$ cat config.mk
export PLATFORM = sky130hd
export DESIGN_NAME = match_controller
export DESIGN_NICKNAME = d
export VERILOG_FILES = /design/src/rtl/pong_pkg.sv /design/src/rtl/edge_pulse.sv /design/src/rtl/match_controller.sv
export SDC_FILE = /design/constraint.sdc
export NUM_CORES = 1
export LEC_CHECK = 0
export BUFFER_PORTS_ARGS = -buffer_cell sky130_fd_sc_hd__buf_2
export CORE_MARGIN = 2
export CORE_UTILIZATION = 35
export DETAILED_ROUTE_END_ITERATION = 16
export PLACE_DENSITY = 0.52
export SYNTH_ARGS = -nofsm -noshare
export SYNTH_HDL_FRONTEND = slang
export SYNTH_HIERARCHICAL = 1
export SYNTH_SLANG_ARGS = --single-unit
export TNS_END_PERCENT = 100
$ cat constraint.sdc
create_clock -name clk -period 3.8 [get_ports clk]
set_clock_uncertainty 0.05 [all_clocks]
set_input_delay 0.38 -clock clk [delete_from_list [all_inputs] [get_ports clk]]
set_output_delay 0.38 -clock clk [all_outputs]
set_load 0.005 [all_outputs]
$ cat src/rtl/pong_pkg.sv
// Shared definitions for the pong match, render and seven-segment blocks.
// The game-state encoding is visible on the match_controller output, so the values are fixed.
package pong_pkg;

  typedef enum logic [2:0] {
    StIdle   = 3'd0,
    StServe  = 3'd1,
    StPlay   = 3'd2,
    StPoint  = 3'd3,
    StPaused = 3'd4,
    StOver   = 3'd5
  } game_state_e;

  // Width of a player index; never narrower than one bit.
  function automatic int unsigned idx_width(input int unsigned n);
    return (n < 2) ? 1 : $clog2(n);
  endfunction

endpackage

$ cat src/rtl/edge_pulse.sv
// Rising-edge detector for a synchronous button level.
// The previous value resets to 1, so a button held through reset produces no edge.
module edge_pulse (
  input  logic clk_i,
  input  logic reset_i,
  input  logic level_i,
  output logic pulse_o
);

  logic prev_q;

  always_ff @(posedge clk_i) begin
    if (reset_i) begin
      prev_q <= 1'b1;
    end else begin
      prev_q <= level_i;
    end
  end

  assign pulse_o = level_i & ~prev_q;

endmodule

$ cat src/rtl/match_controller.sv
// Match sequencing for NUM_PLAYERS players: serve/point countdowns, pause with exact resume,
// scoring, winner detection and serve rotation. Every output is registered.
module match_controller
  import pong_pkg::*;
#(
  parameter int unsigned NUM_PLAYERS = 2,
  parameter int unsigned SCORE_W     = 4,
  parameter int unsigned WIN_SCORE   = 9,
  parameter int unsigned SERVE_MS    = 1000,
  parameter int unsigned POINT_MS    = 500,
  localparam int unsigned IDX_W      = idx_width(NUM_PLAYERS)
) (
  input  logic                           clk,
  input  logic                           reset,
  input  logic                           tick_1ms,
  input  logic                           start,
  input  logic                           pause,
  input  logic                           point_valid,
  input  logic [IDX_W-1:0]               point_player,
  output logic [NUM_PLAYERS*SCORE_W-1:0] scores,
  output logic [2:0]                     game_state,
  output logic                           ball_enable,
  output logic [IDX_W-1:0]               serve_dir,
  output logic                           point_ack,
  output logic [IDX_W-1:0]               winner,
  output logic                           winner_valid
);

  localparam int unsigned CntMax = (SERVE_MS > POINT_MS) ? SERVE_MS : POINT_MS;
  localparam int unsigned CntW   = $clog2(CntMax + 1);
  localparam logic [CntW-1:0] ServeLast = CntW'(SERVE_MS - 1);
  localparam logic [CntW-1:0] PointLast = CntW'(POINT_MS - 1);

  function automatic logic [IDX_W-1:0] next_idx(input logic [IDX_W-1:0] p);
    int unsigned n;
    n = (32'(p) + 1) % NUM_PLAYERS;
    return IDX_W'(n);
  endfunction

  game_state_e state_q, state_d, saved_q, saved_d;
  logic [CntW-1:0]    cnt_q, cnt_d;
  logic [SCORE_W-1:0] score_q [NUM_PLAYERS];
  logic [SCORE_W-1:0] score_d [NUM_PLAYERS];
  logic [IDX_W-1:0]   serve_dir_q, serve_dir_d;
  logic [IDX_W-1:0]   winner_q, winner_d;
  logic               winner_valid_q, winner_valid_d;
  logic               point_ack_q, point_ack_d;
  logic               ball_enable_q, ball_enable_d;

  logic start_edge, pause_edge;
  logic pt_ok, pt_win;

  edge_pulse u_start_edge (
    .clk_i   (clk),
    .reset_i (reset),
    .level_i (start),
    .pulse_o (start_edge)
  );

  edge_pulse u_pause_edge (
    .clk_i   (clk),
    .reset_i (reset),
    .level_i (pause),
    .pulse_o (pause_edge)
  );

  // Out-of-range player indices are never accepted.
  always_comb begin
    pt_ok  = point_valid && (state_q == StPlay) && (32'(point_player) < NUM_PLAYERS);
    pt_win = 1'b0;
    for (int i = 0; i < NUM_PLAYERS; i++) begin
      if (pt_ok && (point_player == IDX_W'(i)) && ((32'(score_q[i]) + 1) == WIN_SCORE)) begin
        pt_win = 1'b1;
      end
    end
  end

  always_ff @(posedge clk) begin
    if (reset) begin
      state_q        <= StIdle;
      saved_q        <= StServe;
      cnt_q          <= '0;
      serve_dir_q    <= '0;
      winner_q       <= '0;
      winner_valid_q <= 1'b0;
      point_ack_q    <= 1'b0;
      ball_enable_q  <= 1'b0;
      for (int i = 0; i < NUM_PLAYERS; i++) begin
        score_q[i] <= '0;
      end
    end else begin
      state_q        <= state_d;
      saved_q        <= saved_d;
      cnt_q          <= cnt_d;
      serve_dir_q    <= serve_dir_d;
      winner_q       <= winner_d;
      winner_valid_q <= winner_valid_d;
      point_ack_q    <= point_ack_d;
      ball_enable_q  <= ball_enable_d;
      for (int i = 0; i < NUM_PLAYERS; i++) begin
        score_q[i] <= score_d[i];
      end
    end
  end

  // Next state and countdown; a pause edge beats a tick in the same cycle.
  always_comb begin
    state_d = state_q;
    saved_d = saved_q;
    cnt_d   = cnt_q;
    unique case (state_q)
      StIdle: begin
        if (start_edge) begin
          state_d = StServe;
          cnt_d   = '0;
        end
      end
      StServe: begin
        if (pause_edge) begin
          state_d = StPaused;
          saved_d = StServe;
        end else if (tick_1ms) begin
          if (cnt_q == ServeLast) begin
            state_d = StPlay;
            cnt_d   = '0;
          end else begin
            cnt_d = cnt_q + 1'b1;
          end
        end
      end
      StPlay: begin
        if (pt_ok) begin
          state_d = pt_win ? StOver : StPoint;
          cnt_d   = '0;
        end else if (pause_edge) begin
          state_d = StPaused;
          saved_d = StPlay;
        end
      end
      StPoint: begin
        if (pause_edge) begin
          state_d = StPaused;
          saved_d = StPoint;
        end else if (tick_1ms) begin
          if (cnt_q == PointLast) begin
            state_d = StServe;
            cnt_d   = '0;
          end else begin
            cnt_d = cnt_q + 1'b1;
          end
        end
      end
      StPaused: begin
        if (pause_edge) begin
          state_d = saved_q;
        end
      end
      StOver: begin
        if (start_edge) begin
          state_d = StServe;
          cnt_d   = '0;
        end
      end
      default: begin
        state_d = StIdle;
        cnt_d   = '0;
      end
    endcase
  end

  // Registered outputs: scores, serve rotation, winner and acknowledge.
  always_comb begin
    for (int i = 0; i < NUM_PLAYERS; i++) begin
      score_d[i] = score_q[i];
    end
    serve_dir_d    = serve_dir_q;
    winner_d       = winner_q;
    winner_valid_d = winner_valid_q;
    point_ack_d    = 1'b0;
    ball_enable_d  = (state_d == StPlay);

    if ((state_q == StIdle) && start_edge) begin
      for (int i = 0; i < NUM_PLAYERS; i++) begin
        score_d[i] = '0;
      end
      serve_dir_d = '0;
    end

    if (pt_ok) begin
      point_ack_d = 1'b1;
      for (int i = 0; i < NUM_PLAYERS; i++) begin
        if (point_player == IDX_W'(i)) begin
          score_d[i] = score_q[i] + 1'b1;
        end
      end
      if (pt_win) begin
        winner_d       = point_player;
        winner_valid_d = 1'b1;
      end else begin
        serve_dir_d = next_idx(point_player);
      end
    end

    // The player after the winner receives the first serve of the rematch.
    if ((state_q == StOver) && start_edge) begin
      for (int i = 0; i < NUM_PLAYERS; i++) begin
        score_d[i] = '0;
      end
      winner_valid_d = 1'b0;
      serve_dir_d    = next_idx(winner_q);
    end
  end

  for (genvar g = 0; g < NUM_PLAYERS; g++) begin : g_scores
    assign scores[g*SCORE_W +: SCORE_W] = score_q[g];
  end

  assign game_state   = state_q;
  assign ball_enable  = ball_enable_q;
  assign serve_dir    = serve_dir_q;
  assign point_ack    = point_ack_q;
  assign winner       = winner_q;
  assign winner_valid = winner_valid_q;

endmodule

==> results.py <==
metrics = {
    "sta": {
        "fin_crit_ns": 2.16,
        "rsz0062_at_grt": "no",
        "fin_crit_sh_pct": 57.0,
        "slew_viol_final": 0,
        "worst_pin_slew_ns": 0.801,
        "hold_ws_ns": 0.244,
        "timing.final.hold_violations": 0,
        "setup-violations-final": 0,
        "slew_headroom_pct": 46.1,
        "max_freq_mhz": 462,
        "setup_tns_ns": 0,
    },
    "detailed_routing": {
        "post-route-drc-count": 0,
        "wl_per_cell_um": 13.4,
        "wl_um": 3960,
        "vias": 1551,
        "vias_per_cell": 5.26,
        "drt_iter0_drc": 61,
        "first_pass_iters": 4,
        "antenna_left": 0,
    },
    "clock_network": {
        "path_clk_slew_ns": 0.06,
        "cts_setup_buffers": 0,
        "clkSinkCount": 30,
        "post_cts_resized": 0,
        "cts_tree": "done",
        "clk_path_buf_depth": 2,
        "cts-root-buf": "clkbuf_8",
        "ctsHoldBuffers": 0,
        "cts_buffers": 5,
        "insertion_delay_ns": 0.28,
        "cts_htree_levels": 2,
    },
    "logic_synthesis": {
        "yosysUniqueCellTypes": 50,
        "syn_nets": 222,
        "syn_inst": 210,
        "synth_area_leader_cell": "dfxtp_1",
        "avgSynthCellArea_sq_um": 8.26,
        "yosysTopAreaCellShare_pct": 34.6,
        "yosysWarnings": 6,
        "synth.area.top_cells": "dfxtp_1 (35%), nor2_1 (4.5%), a21oi_1 (3.8%), nand2_1 (3.7%), ha_1 (3.6%)",
        "synthArstFlopShare_pct": 0,
        "netlist_area_sq_um": 1730,
        "ys_top_cells_by_count": "dfxtp_1 (30), nor2_1 (21), nand2_1 (17)",
        "synth_flop_cell": "dfxtp_1",
        "ys_seq_area_share_pct": 34.6,
        "synth-seq-cells": 30,
        "synth-edff-count": 0,
        "yosysMostFrequentCell": "dfxtp_1",
    },
    "floorplanning": {
        "die_h_um": 74.4,
        "io_pins": 23,
        "die_w_um": 74.4,
        "row_count": 25,
        "start_util_pct": 36.5,
        "die-area_sq_um": 5530,
        "core_sq_um": 4750,
    },
    "critical_path": {
        "required_ns": 3.95,
        "slowest_delay_ns": 0.73,
        "arrival_ns": 2.32,
        "r2r_cells": 4,
        "crit_type": "flop to flop",
        "path_cells": "nand2b_1 > nor4_4 > nand2_1 > o22ai_1",
        "cp-start-kind": "flop",
        "cp_max_fo": 16,
        "worst_setup_path_end_kind": "flop",
        "slowest_stage": "nor4_4",
    },
    "global_route": {
        "grt_pass1_wl_um": 6580,
        "grt_pass1_vias": 1360,
        "antenna_found_initial": 0,
        "grt_max_degree": 17,
        "grtUsageTotal_pct": 15.4,
        "grt_overflow": 0,
    },
    "final_layout": {
        "fin_util_pct": 41.0,
        "num_antenna_cells": 0,
        "num-nets-final": 240,
        "drive_above_1_share_pct": 15.4,
        "syn2layout_area_growth_pct": 12.3,
    },
    "min_path": {
        "hp-class": "primary input to flop",
        "whs_path_depth": 2,
    },
    "power_and_ir_drop": {
        "p_int_w": 0.000456,
        "p_leak_nw": 0.693,
        "clockPowerShare_pct": 39.8,
        "switching_share_pct": 23.3,
        "switching_power_w": 0.000139,
        "p_comb_share_pct": 6.3,
        "pwr-share-seq_pct": 53.9,
        "power_density_nw_per_um2": 305,
        "irDropWorstVdd_mv": 0.172,
    },
    "run_status": {
        "outcome": "completed",
    },
    "run": {
        "drv_cap": 0,
    },
    "placed_design": {
        "dp_hpwl_um": 2860,
        "routabilityCongestion": 0.846,
        "portBuffers": 22,
    },
}
worst paths after layout:
kind / from / to / slack, ns
setup / recovery: game_state[0] / cnt_q[2] / 1.64
hold / removal: start / u_start_edge/prev_q / 0.24
setup reg to reg: game_state[0] / cnt_q[2] / 1.64
hold reg to reg: saved_q[1] / saved_q[1] / 0.41
state kept, by name, indices dropped and copies added, names as in the netlist:
| register | cells |
|---|---|
| saved_q | 2 |
| u_pause_edge/prev_q | 1 |
| u_start_edge/prev_q | 1 |
| winner | 1 |
| score_q | 8 |
| point_ack | 1 |
| game_state | 3 |
| cnt_q | 10 |
| ball_enable | 1 |
| winner_valid | 1 |
| serve_dir | 1 |
cells by family (layout without fill, tap and decap cells):
group / Yosys count / in the layout / share of synthesized area (%)
multiplexers: 1 / 1 / 0.577
adder cells (fa/ha/maj): 5 / 5 / 3.61
AO/OA/AOI/OAI: 54 / 54 / 20.6
buffers and inverters: 21 / 39 / 5.41
AND/OR/NAND/NOR: 99 / 99 / 35.2
flip-flops: 30 / 30 / 34.6
power groups by stage:
stage	logic (W)	clock network, W	registers (W)
6_report	0.0000373	0.000237	0.000321
5_1_grt	0.0000416	0.000270	0.000321
4_1_cts	0.0000378	0.000251	0.000320
3_3_place_gp	0.0000378	0	0.000328
3_5_place_dp	0.0000376	0	0.000328
2_1_floorplan	0.0000279	0	0.000325
cell type report:
type                    instances  area, sq um
fillers                       527         2810
multi-input cells             159         1040
flip-flops and latches         30          601
repair buffers                 22          110
well taps                      67         83.8
clock buffers                   7         76.3
inverters                      10         37.5
stage by stage:
stage | power (W) | setup WS (ns) | instance area [sq um] | cells
2_1_floorplan | 0.000353 | 1.92 | 1730 | 210
3_3_place_gp | 0.000365 | 1.59 | 1870 | 288
3_5_place_dp | 0.000365 | 1.52 | 1870 | 288
4_1_cts | 0.000609 | 1.62 | 1950 | 295
5_1_grt | 0.000632 | 1.37 | 1950 | 295
6_report | 0.000595 | 1.64 | 1950 | 295
critical path, delay by kind of cell (launching register included):
kind	cells	cell delay, ns
compound gates	1	0.19
simple gates	3	1.19
flops	1	0.67
metal layers:
metal  up-vias  global-route usage, %  share of wire (%)
met5         -                      0                  0
li1        807                      -                  -
met1       720                   22.1                 51
met3         2                   3.93                3.7
met4         0                   4.76               0.61
met2        22                   22.8                 44
cells in the final DEF, fill, tap and decap left out, types with 4 or more instances in the layout:
| cell type | count |
|---|---|
| dfxtp_1 | 30 |
| buf_2 | 22 |
| nor2_1 | 21 |
| nand2_1 | 17 |
| a21oi_1 | 13 |
| inv_1 | 10 |
| nand3_1 | 10 |
| a31oi_1 | 7 |
| nor2b_1 | 5 |
| o21ai_0 | 5 |
| nand2b_1 | 5 |
| o21ai_1 | 5 |
| ha_1 | 5 |
| clkbuf_8 | 5 |
| or2_1 | 4 |
| nand3b_1 | 4 |
| nor3_1 | 4 |
| o22ai_1 | 4 |
Note: power is estimated with default switching activity, not from simulation.
